===== src/rtl/alu_rs_if.sv =====
// Dispatch / CDB / issue bundle for the integer ALU reservation station.
// master = dispatch/CDB/ALU side, slave = the station itself.
interface alu_rs_if #(
  parameter int unsigned TAG_W       = 6,
  parameter int unsigned NUM_ENTRIES = 8
);
  localparam int unsigned CNT_W = $clog2(NUM_ENTRIES) + 1;

  logic             disp_valid;
  logic [4:0]       disp_func;
  logic [63:0]      disp_opa_value;
  logic [TAG_W-1:0] disp_opa_tag;
  logic             disp_opa_ready;
  logic [63:0]      disp_opb_value;
  logic [TAG_W-1:0] disp_opb_tag;
  logic             disp_opb_ready;
  logic [TAG_W-1:0] disp_dest_tag;
  logic             full;
  logic [CNT_W-1:0] free_count;

  logic             cdb_valid;
  logic [TAG_W-1:0] cdb_tag;
  logic [63:0]      cdb_value;

  logic             issue_valid;
  logic             issue_ready;
  logic [63:0]      issue_opa;
  logic [63:0]      issue_opb;
  logic [4:0]       issue_func;
  logic [TAG_W-1:0] issue_dest_tag;

  modport master (
    output disp_valid, disp_func, disp_opa_value, disp_opa_tag, disp_opa_ready,
           disp_opb_value, disp_opb_tag, disp_opb_ready, disp_dest_tag,
           cdb_valid, cdb_tag, cdb_value, issue_ready,
    input  full, free_count, issue_valid, issue_opa, issue_opb, issue_func,
           issue_dest_tag
  );

  modport slave (
    input  disp_valid, disp_func, disp_opa_value, disp_opa_tag, disp_opa_ready,
           disp_opb_value, disp_opb_tag, disp_opb_ready, disp_dest_tag,
           cdb_valid, cdb_tag, cdb_value, issue_ready,
    output full, free_count, issue_valid, issue_opa, issue_opb, issue_func,
           issue_dest_tag
  );
endinterface


===== src/rtl/alu_rs.sv =====
// Integer ALU reservation station: buffers dispatched ops, wakes operands from the CDB,
// issues the lowest-index ready entry. Optional macro: ALU_RS_DISPATCH_BYPASS_EN.
module alu_rs #(
  parameter int unsigned NUM_ENTRIES = 8,
  parameter int unsigned TAG_W       = 6
) (
  input  logic    clock,
  input  logic    reset,
  input  logic    flush,
  alu_rs_if.slave rs
);
  localparam int unsigned IDX_W = $clog2(NUM_ENTRIES);
  localparam int unsigned CNT_W = IDX_W + 1;

  logic [NUM_ENTRIES-1:0] r_valid;
  logic [NUM_ENTRIES-1:0] r_a_rdy;
  logic [NUM_ENTRIES-1:0] r_b_rdy;
  logic [4:0]             r_func  [NUM_ENTRIES];
  logic [TAG_W-1:0]       r_dest  [NUM_ENTRIES];
  logic [TAG_W-1:0]       r_a_tag [NUM_ENTRIES];
  logic [TAG_W-1:0]       r_b_tag [NUM_ENTRIES];
  logic [63:0]            r_a_val [NUM_ENTRIES];
  logic [63:0]            r_b_val [NUM_ENTRIES];

  logic [CNT_W-1:0]       w_occ;
  logic                   w_full;
  logic [IDX_W-1:0]       w_free_idx;
  logic                   w_free_found;
  logic [NUM_ENTRIES-1:0] w_ready_vec;
  logic [IDX_W-1:0]       w_sel_idx;
  logic                   w_sel_found;
  logic                   w_disp_fire;
  logic                   w_issue_fire;
  logic                   w_a_byp;
  logic                   w_b_byp;

  assign w_ready_vec = r_valid & r_a_rdy & r_b_rdy;

  always_comb begin
    w_occ        = '0;
    w_free_idx   = '0;
    w_free_found = 1'b0;
    w_sel_idx    = '0;
    w_sel_found  = 1'b0;
    for (int unsigned i = 0; i < NUM_ENTRIES; i++) begin
      w_occ = w_occ + CNT_W'(r_valid[i]);
      if (!r_valid[i] && !w_free_found) begin
        w_free_idx   = IDX_W'(i);
        w_free_found = 1'b1;
      end
      if (w_ready_vec[i] && !w_sel_found) begin
        w_sel_idx   = IDX_W'(i);
        w_sel_found = 1'b1;
      end
    end
  end

  assign w_full        = (w_occ == CNT_W'(NUM_ENTRIES));
  assign rs.full       = w_full;
  assign rs.free_count = CNT_W'(NUM_ENTRIES) - w_occ;

  // Issue side decodes registered state only; no disp_*/cdb_* path reaches it.
  assign rs.issue_valid    = w_sel_found;
  assign rs.issue_opa      = w_sel_found ? r_a_val[w_sel_idx] : '0;
  assign rs.issue_opb      = w_sel_found ? r_b_val[w_sel_idx] : '0;
  assign rs.issue_func     = w_sel_found ? r_func[w_sel_idx]  : '0;
  assign rs.issue_dest_tag = w_sel_found ? r_dest[w_sel_idx]  : '0;

  assign w_disp_fire  = rs.disp_valid && !w_full;
  assign w_issue_fire = w_sel_found && rs.issue_ready;

`ifdef ALU_RS_DISPATCH_BYPASS_EN
  assign w_a_byp = !rs.disp_opa_ready && rs.cdb_valid && (rs.cdb_tag == rs.disp_opa_tag);
  assign w_b_byp = !rs.disp_opb_ready && rs.cdb_valid && (rs.cdb_tag == rs.disp_opb_tag);
`else
  assign w_a_byp = 1'b0;
  assign w_b_byp = 1'b0;
`endif

  always_ff @(posedge clock or negedge reset) begin
    if (!reset) begin
      r_valid <= '0;
      r_a_rdy <= '0;
      r_b_rdy <= '0;
      for (int unsigned i = 0; i < NUM_ENTRIES; i++) begin
        r_func[i]  <= '0;
        r_dest[i]  <= '0;
        r_a_tag[i] <= '0;
        r_b_tag[i] <= '0;
        r_a_val[i] <= '0;
        r_b_val[i] <= '0;
      end
    end else if (flush) begin
      r_valid <= '0;
    end else begin
      for (int unsigned i = 0; i < NUM_ENTRIES; i++) begin
        if (r_valid[i] && rs.cdb_valid) begin
          if (!r_a_rdy[i] && (r_a_tag[i] == rs.cdb_tag)) begin
            r_a_rdy[i] <= 1'b1;
            r_a_val[i] <= rs.cdb_value;
          end
          if (!r_b_rdy[i] && (r_b_tag[i] == rs.cdb_tag)) begin
            r_b_rdy[i] <= 1'b1;
            r_b_val[i] <= rs.cdb_value;
          end
        end
      end
      if (w_issue_fire) r_valid[w_sel_idx] <= 1'b0;
      // Dispatch slot is currently invalid, so it never collides with the issued or woken entries.
      if (w_disp_fire) begin
        r_valid[w_free_idx] <= 1'b1;
        r_func[w_free_idx]  <= rs.disp_func;
        r_dest[w_free_idx]  <= rs.disp_dest_tag;
        r_a_rdy[w_free_idx] <= rs.disp_opa_ready || w_a_byp;
        r_a_tag[w_free_idx] <= rs.disp_opa_tag;
        r_a_val[w_free_idx] <= w_a_byp ? rs.cdb_value : rs.disp_opa_value;
        r_b_rdy[w_free_idx] <= rs.disp_opb_ready || w_b_byp;
        r_b_tag[w_free_idx] <= rs.disp_opb_tag;
        r_b_val[w_free_idx] <= w_b_byp ? rs.cdb_value : rs.disp_opb_value;
      end
    end
  end

`ifndef SYNTHESIS
  always_ff @(posedge clock) begin
    if (reset && rs.disp_valid)
      assert (!w_full) else $warning("alu_rs: dispatch while full dropped");
  end
`endif
endmodule

===== src/flat_wrapper.sv =====
// flat-port wrapper written by rule: the top's interface ports become plain ports
module alu_rs_flat 
#(
  parameter int unsigned NUM_ENTRIES = 8,
  parameter int unsigned TAG_W       = 6
)
  (clock, reset, flush, rs_disp_valid, rs_disp_func, rs_disp_opa_value, rs_disp_opa_tag, rs_disp_opa_ready, rs_disp_opb_value, rs_disp_opb_tag, rs_disp_opb_ready, rs_disp_dest_tag, rs_cdb_valid, rs_cdb_tag, rs_cdb_value, rs_issue_ready, rs_full, rs_free_count, rs_issue_valid, rs_issue_opa, rs_issue_opb, rs_issue_func, rs_issue_dest_tag);
  alu_rs_if #(.TAG_W(TAG_W), .NUM_ENTRIES(NUM_ENTRIES)) rs_i ();
  input  logic clock;
  input  logic reset;
  input  logic flush;
  input wire logic [$bits(rs_i.disp_valid)-1:0] rs_disp_valid;
  input wire logic [$bits(rs_i.disp_func)-1:0] rs_disp_func;
  input wire logic [$bits(rs_i.disp_opa_value)-1:0] rs_disp_opa_value;
  input wire logic [$bits(rs_i.disp_opa_tag)-1:0] rs_disp_opa_tag;
  input wire logic [$bits(rs_i.disp_opa_ready)-1:0] rs_disp_opa_ready;
  input wire logic [$bits(rs_i.disp_opb_value)-1:0] rs_disp_opb_value;
  input wire logic [$bits(rs_i.disp_opb_tag)-1:0] rs_disp_opb_tag;
  input wire logic [$bits(rs_i.disp_opb_ready)-1:0] rs_disp_opb_ready;
  input wire logic [$bits(rs_i.disp_dest_tag)-1:0] rs_disp_dest_tag;
  input wire logic [$bits(rs_i.cdb_valid)-1:0] rs_cdb_valid;
  input wire logic [$bits(rs_i.cdb_tag)-1:0] rs_cdb_tag;
  input wire logic [$bits(rs_i.cdb_value)-1:0] rs_cdb_value;
  input wire logic [$bits(rs_i.issue_ready)-1:0] rs_issue_ready;
  output wire logic [$bits(rs_i.full)-1:0] rs_full;
  output wire logic [$bits(rs_i.free_count)-1:0] rs_free_count;
  output wire logic [$bits(rs_i.issue_valid)-1:0] rs_issue_valid;
  output wire logic [$bits(rs_i.issue_opa)-1:0] rs_issue_opa;
  output wire logic [$bits(rs_i.issue_opb)-1:0] rs_issue_opb;
  output wire logic [$bits(rs_i.issue_func)-1:0] rs_issue_func;
  output wire logic [$bits(rs_i.issue_dest_tag)-1:0] rs_issue_dest_tag;
  assign rs_i.disp_valid = rs_disp_valid;
  assign rs_i.disp_func = rs_disp_func;
  assign rs_i.disp_opa_value = rs_disp_opa_value;
  assign rs_i.disp_opa_tag = rs_disp_opa_tag;
  assign rs_i.disp_opa_ready = rs_disp_opa_ready;
  assign rs_i.disp_opb_value = rs_disp_opb_value;
  assign rs_i.disp_opb_tag = rs_disp_opb_tag;
  assign rs_i.disp_opb_ready = rs_disp_opb_ready;
  assign rs_i.disp_dest_tag = rs_disp_dest_tag;
  assign rs_i.cdb_valid = rs_cdb_valid;
  assign rs_i.cdb_tag = rs_cdb_tag;
  assign rs_i.cdb_value = rs_cdb_value;
  assign rs_i.issue_ready = rs_issue_ready;
  assign rs_full = rs_i.full;
  assign rs_free_count = rs_i.free_count;
  assign rs_issue_valid = rs_i.issue_valid;
  assign rs_issue_opa = rs_i.issue_opa;
  assign rs_issue_opb = rs_i.issue_opb;
  assign rs_issue_func = rs_i.issue_func;
  assign rs_issue_dest_tag = rs_i.issue_dest_tag;
  alu_rs #(.NUM_ENTRIES(NUM_ENTRIES), .TAG_W(TAG_W)) u_core (.clock(clock), .reset(reset), .flush(flush), .rs(rs_i));
endmodule

===== config.mk =====
export PLATFORM = sky130hd
export DESIGN_NAME = alu_rs_flat
export DESIGN_NICKNAME = d
export VERILOG_FILES = /design/src/rtl/alu_rs_if.sv /design/src/rtl/alu_rs.sv /design/src/flat_wrapper.sv
export SDC_FILE = /design/constraint.sdc
export NUM_CORES = 2
export LEC_CHECK = 0
export CELL_PAD_IN_SITES_DETAIL_PLACEMENT = 1
export CELL_PAD_IN_SITES_GLOBAL_PLACEMENT = 2
export CORE_ASPECT_RATIO = 1.2
export CORE_UTILIZATION = 35
export CTS_CLUSTER_DIAMETER = 50
export DETAILED_ROUTE_END_ITERATION = 6
export GPL_ROUTABILITY_DRIVEN = 0
export PLACE_DENSITY_LB_ADDON = 0.1
export SLEW_MARGIN = 30
export SYNTH_ARGS = -nofsm -noshare
export SYNTH_HDL_FRONTEND = slang
export SYNTH_SLANG_ARGS = --single-unit

===== constraint.sdc =====
create_clock -name clock -period 4.7 [get_ports clock]
set_input_delay 1.175 -clock clock [delete_from_list [all_inputs] [get_ports clock]]
set_output_delay 1.175 -clock clock [all_outputs]
set_load 0.005 [all_outputs]

==> results.json <==
{
  "hold_violations": 0,
  "grt_antenna_before_repair": 32,
  "instances_no_fill": 8588,
  "htreeDepth": 4,
  "synthTopCellsByArea": "dfrtp_1 49%, a2bb2oi_1 13%, o22ai_1 13%",
  "first_pass_iters": 5,
  "cp_common_cell": "fa_1",
  "final_net_count": 6384,
  "cts_tree": "built",
  "fin_ws_ns": -0.3414,
  "ctsHoldBuffers": 0,
  "syn2layout_area_growth_pct": 31.16,
  "routedWlPerCell_um": 36.61,
  "synth_cells": 5846,
  "synth_top_area_cell": "dfrtp_1",
  "yosysMostFrequentCell": "o22ai_1",
  "yosys_register_bits": 1232,
  "netlist_area_um2": 62530,
  "ant_nets": 0,
  "vias": 57746,
  "violations": "negative setup slack",
  "synth_ff_type": "dfrtp_1",
  "async_flop_share_pct": 100.0,
  "synth_commonest_cells": "1302 x o22ai_1, 1232 x dfrtp_1, 946 x a2bb2oi_1",
  "std_cell_rows": 169,
  "peakVddDrop_mv": 0.3578,
  "drive_above_1_share_pct": 28.39,
  "rsz0062_at_grt": "true",
  "total_power_uw": 31650,
  "ios": 374,
  "hpwlAfterDp_um": 177700,
  "hold_path.class": "in2async",
  "cp-end-kind": "primary output",
  "fin_crit_ns": 5.041,
  "cts.path.max_buffers": 3,
  "clk_pin_slew_ns": 0.06,
  "clockRootBuffer": "clkbuf_16",
  "period_share_pct": 107.3,
  "skew_ns": 0.03711,
  "finalHoldWorstSlack_ns": 0.2446,
  "grt_pass1_wl_um": 455800,
  "path_cells": "ha_4 -> fa_1 -> fa_1 -> fa_2 -> inv_2 -> fa_1 -> inv_2 -> ha_4 -> o2111ai_2 -> inv_1 -> buf_2",
  "tns_ns": -19.84,
  "drv_slew": 0,
  "setup_viol": 188,
  "startpoint_type": "flip-flop",
  "post_synth.cell_area_avg_um2": 10.70,
  "die_area_um2": 180400,
  "max_slew_margin_pct": 32.38,
  "drv_cap": 0,
  "synth_edf_count": 0,
  "max_stage_delay_ns": 0.49,
  "die_h_um": 465.0,
  "critPathArrivalTime_ns": 3.87,
  "syn_nets": 6085,
  "cp.required_ns": 3.52,
  "place_inst": 8023,
  "cts_buffers": 165,
  "grt_overflow": 0,
  "grt_use_total_pct": 34.20,
  "initial_core_util_pct": 35.33,
  "grt_max_degree": 153,
  "grt_pass1_vias": 60532,
  "drt_iter0_drc": 5401,
  "core_um2": 177000,
  "pre_cts_slack_ns": -0.09953,
  "synthDistinctLibCells": 62,
  "critPathKind": "reg2out",
  "fmax_ghz": 0.1984,
  "vias_per_cell": 6.724,
  "synth_top_area_share_pct": 49.30,
  "crit_buf_inv": 4,
  "wirelength_um": 314400,
  "crit_family": "adder cells",
  "p_leak_uw": 0.03474,
  "cp_slowest_cell": "fa_1",
  "ys_seq_area_share_pct": 49.30,
  "fillers": 18204,
  "clkLatencyLatePin_ns": 0.85,
  "fp.dieW_um": 387.9,
  "tightestPinTransition_ns": 1.011,
  "yosysWarnings": 0,
  "crit_fanout": 2,
  "io_buffer_count": 373,
  "cts.sinks": 1232,
  "status": "finished with violations",
  "pwr_density_cell_nw_per_um2": 386.0,
  "drc_errors": 0
}
what timing repair did:
action | in CTS | in global routing
setup buffers | 181 | 64
cloned | 38 | 1
resized for setup | 897 | 179
pin swaps | 124 | 68
setup endpoints to repair | 294 | 991
final timing paths:
path	start	endpoint	slack, ns	cells after the start
setup / recovery	u_core.r_valid[0]	rs_full	-0.34	11
hold / removal	reset	u_core.r_a_val[431]	0.24	1
setup reg to reg	u_core.r_valid[0]	u_core.r_b_val[206]	-0.07	16
hold reg to reg	u_core.r_dest[22]	u_core.r_dest[22]	0.49	1
max in group asynchronous	reset	u_core.r_b_val[267]	3.10	3
min in group clock	u_core.r_dest[22]	u_core.r_dest[22]	0.49	1
through the flow:
stage	area, µm²	util [%]
after floorplan	62530	-
after global placement	71160	40.21
after detailed placement	71160	40.21
after CTS	81160	45.86
after global routing	82000	46.33
final	82010	46.34
worst reg2reg max path, stage by stage (launching register included):
cell       delay (ns)
dfrtp_1          0.41
ha_4             0.25
fa_1             0.45
fa_1             0.51
fa_2             0.25
inv_2            0.05
fa_1             0.54
inv_2            0.06
ha_4             0.17
o2111ai_2        0.09
buf_4            0.26
nand2_1          0.13
or4_4            0.58
a21oi_4          0.22
buf_12           0.17
bufbuf_16        0.36
a2bb2oi_1        0.18
logic make-up (layout without fill, tap and decap cells):
logic type	Yosys count	after routing	share of synthesized area, %
AO/OA/AOI/OAI	2683	2683	31.31
flip-flops	1232	1232	49.30
multiplexers	493	493	8.916
XOR/XNOR	99	99	1.387
adder cells (fa/ha/maj)	10	10	0.2481
other	0	4	0
AND/OR/NAND/NOR	410	410	2.859
buffers and inverters	919	1349	5.975
cells in the final DEF (no fill, tap or decap), types with 12 or more instances in the layout:
| cell type | count |
|---|---|
| clkdlybuf4s50_1 | 227 |
| mux2_4 | 67 |
| o22ai_1 | 1294 |
| buf_2 | 89 |
| o221a_4 | 13 |
| or2_4 | 14 |
| clkbuf_8 | 29 |
| nand4_1 | 17 |
| buf_16 | 44 |
| nand2_1 | 193 |
| dfrtp_1 | 1231 |
| clkbuf_16 | 168 |
| a311oi_2 | 73 |
| bufinv_16 | 18 |
| nor2_1 | 95 |
| buf_12 | 229 |
| mux2_2 | 377 |
| clkbuf_1 | 24 |
| clkinv_2 | 20 |
| buf_6 | 81 |
| xnor2_1 | 53 |
| a21oi_4 | 14 |
| o2bb2a_1 | 15 |
| xor2_1 | 45 |
| a221oi_4 | 25 |
| buf_8 | 28 |
| a31oi_1 | 13 |
| a2bb2oi_1 | 946 |
| a221oi_2 | 18 |
| o21ai_0 | 135 |
| nor4_1 | 14 |
| mux2i_1 | 37 |
| buf_4 | 315 |
| o32a_1 | 12 |
| a21oi_1 | 90 |
per-layer routing:
layer | wire, µm | part of all wire [%] | track usage [%]
met1 | 138000 | 44 | 47.83
met3 | 22290 | 7.1 | 6.283
met5 | 314 | 0.10 | 0
met4 | 10180 | 3.2 | 12.01
met2 | 143600 | 46 | 52.82
power breakdown:
part | internal, µW | leakage (µW) | switching (µW) | total, µW
Combinational | 2840 | 0.0157 | 2880 | 5720
Sequential | 11800 | 0.0162 | 723 | 12500
Clock | 8030 | 0.00280 | 5420 | 13500
Total | 22600 | 0.0347 | 9030 | 31700
sequential cells by signal (all words and copies together) (netlist names):
register	flops
u_core.r_a_val	512
u_core.r_b_val	512
u_core.r_a_tag	48
u_core.r_valid	8
u_core.r_b_rdy	8
u_core.r_func	40
u_core.r_a_rdy	8
u_core.r_dest	48
u_core.r_b_tag	48
cell type report:
cell class	count	area [µm²]	share of cell area (%)
inverter	16	72.57	0.08849
tap	2308	2888	3.521
multi-input combinational	3695	29900	36.46
clock buffer	220	4668	5.692
timing repair buffer	1035	12540	15.30
sequential	1232	30830	37.59
clock inverter	78	1095	1.335
antenna	4	10.01	0.01221
Note: power is estimated with default switching activity, not from simulation.
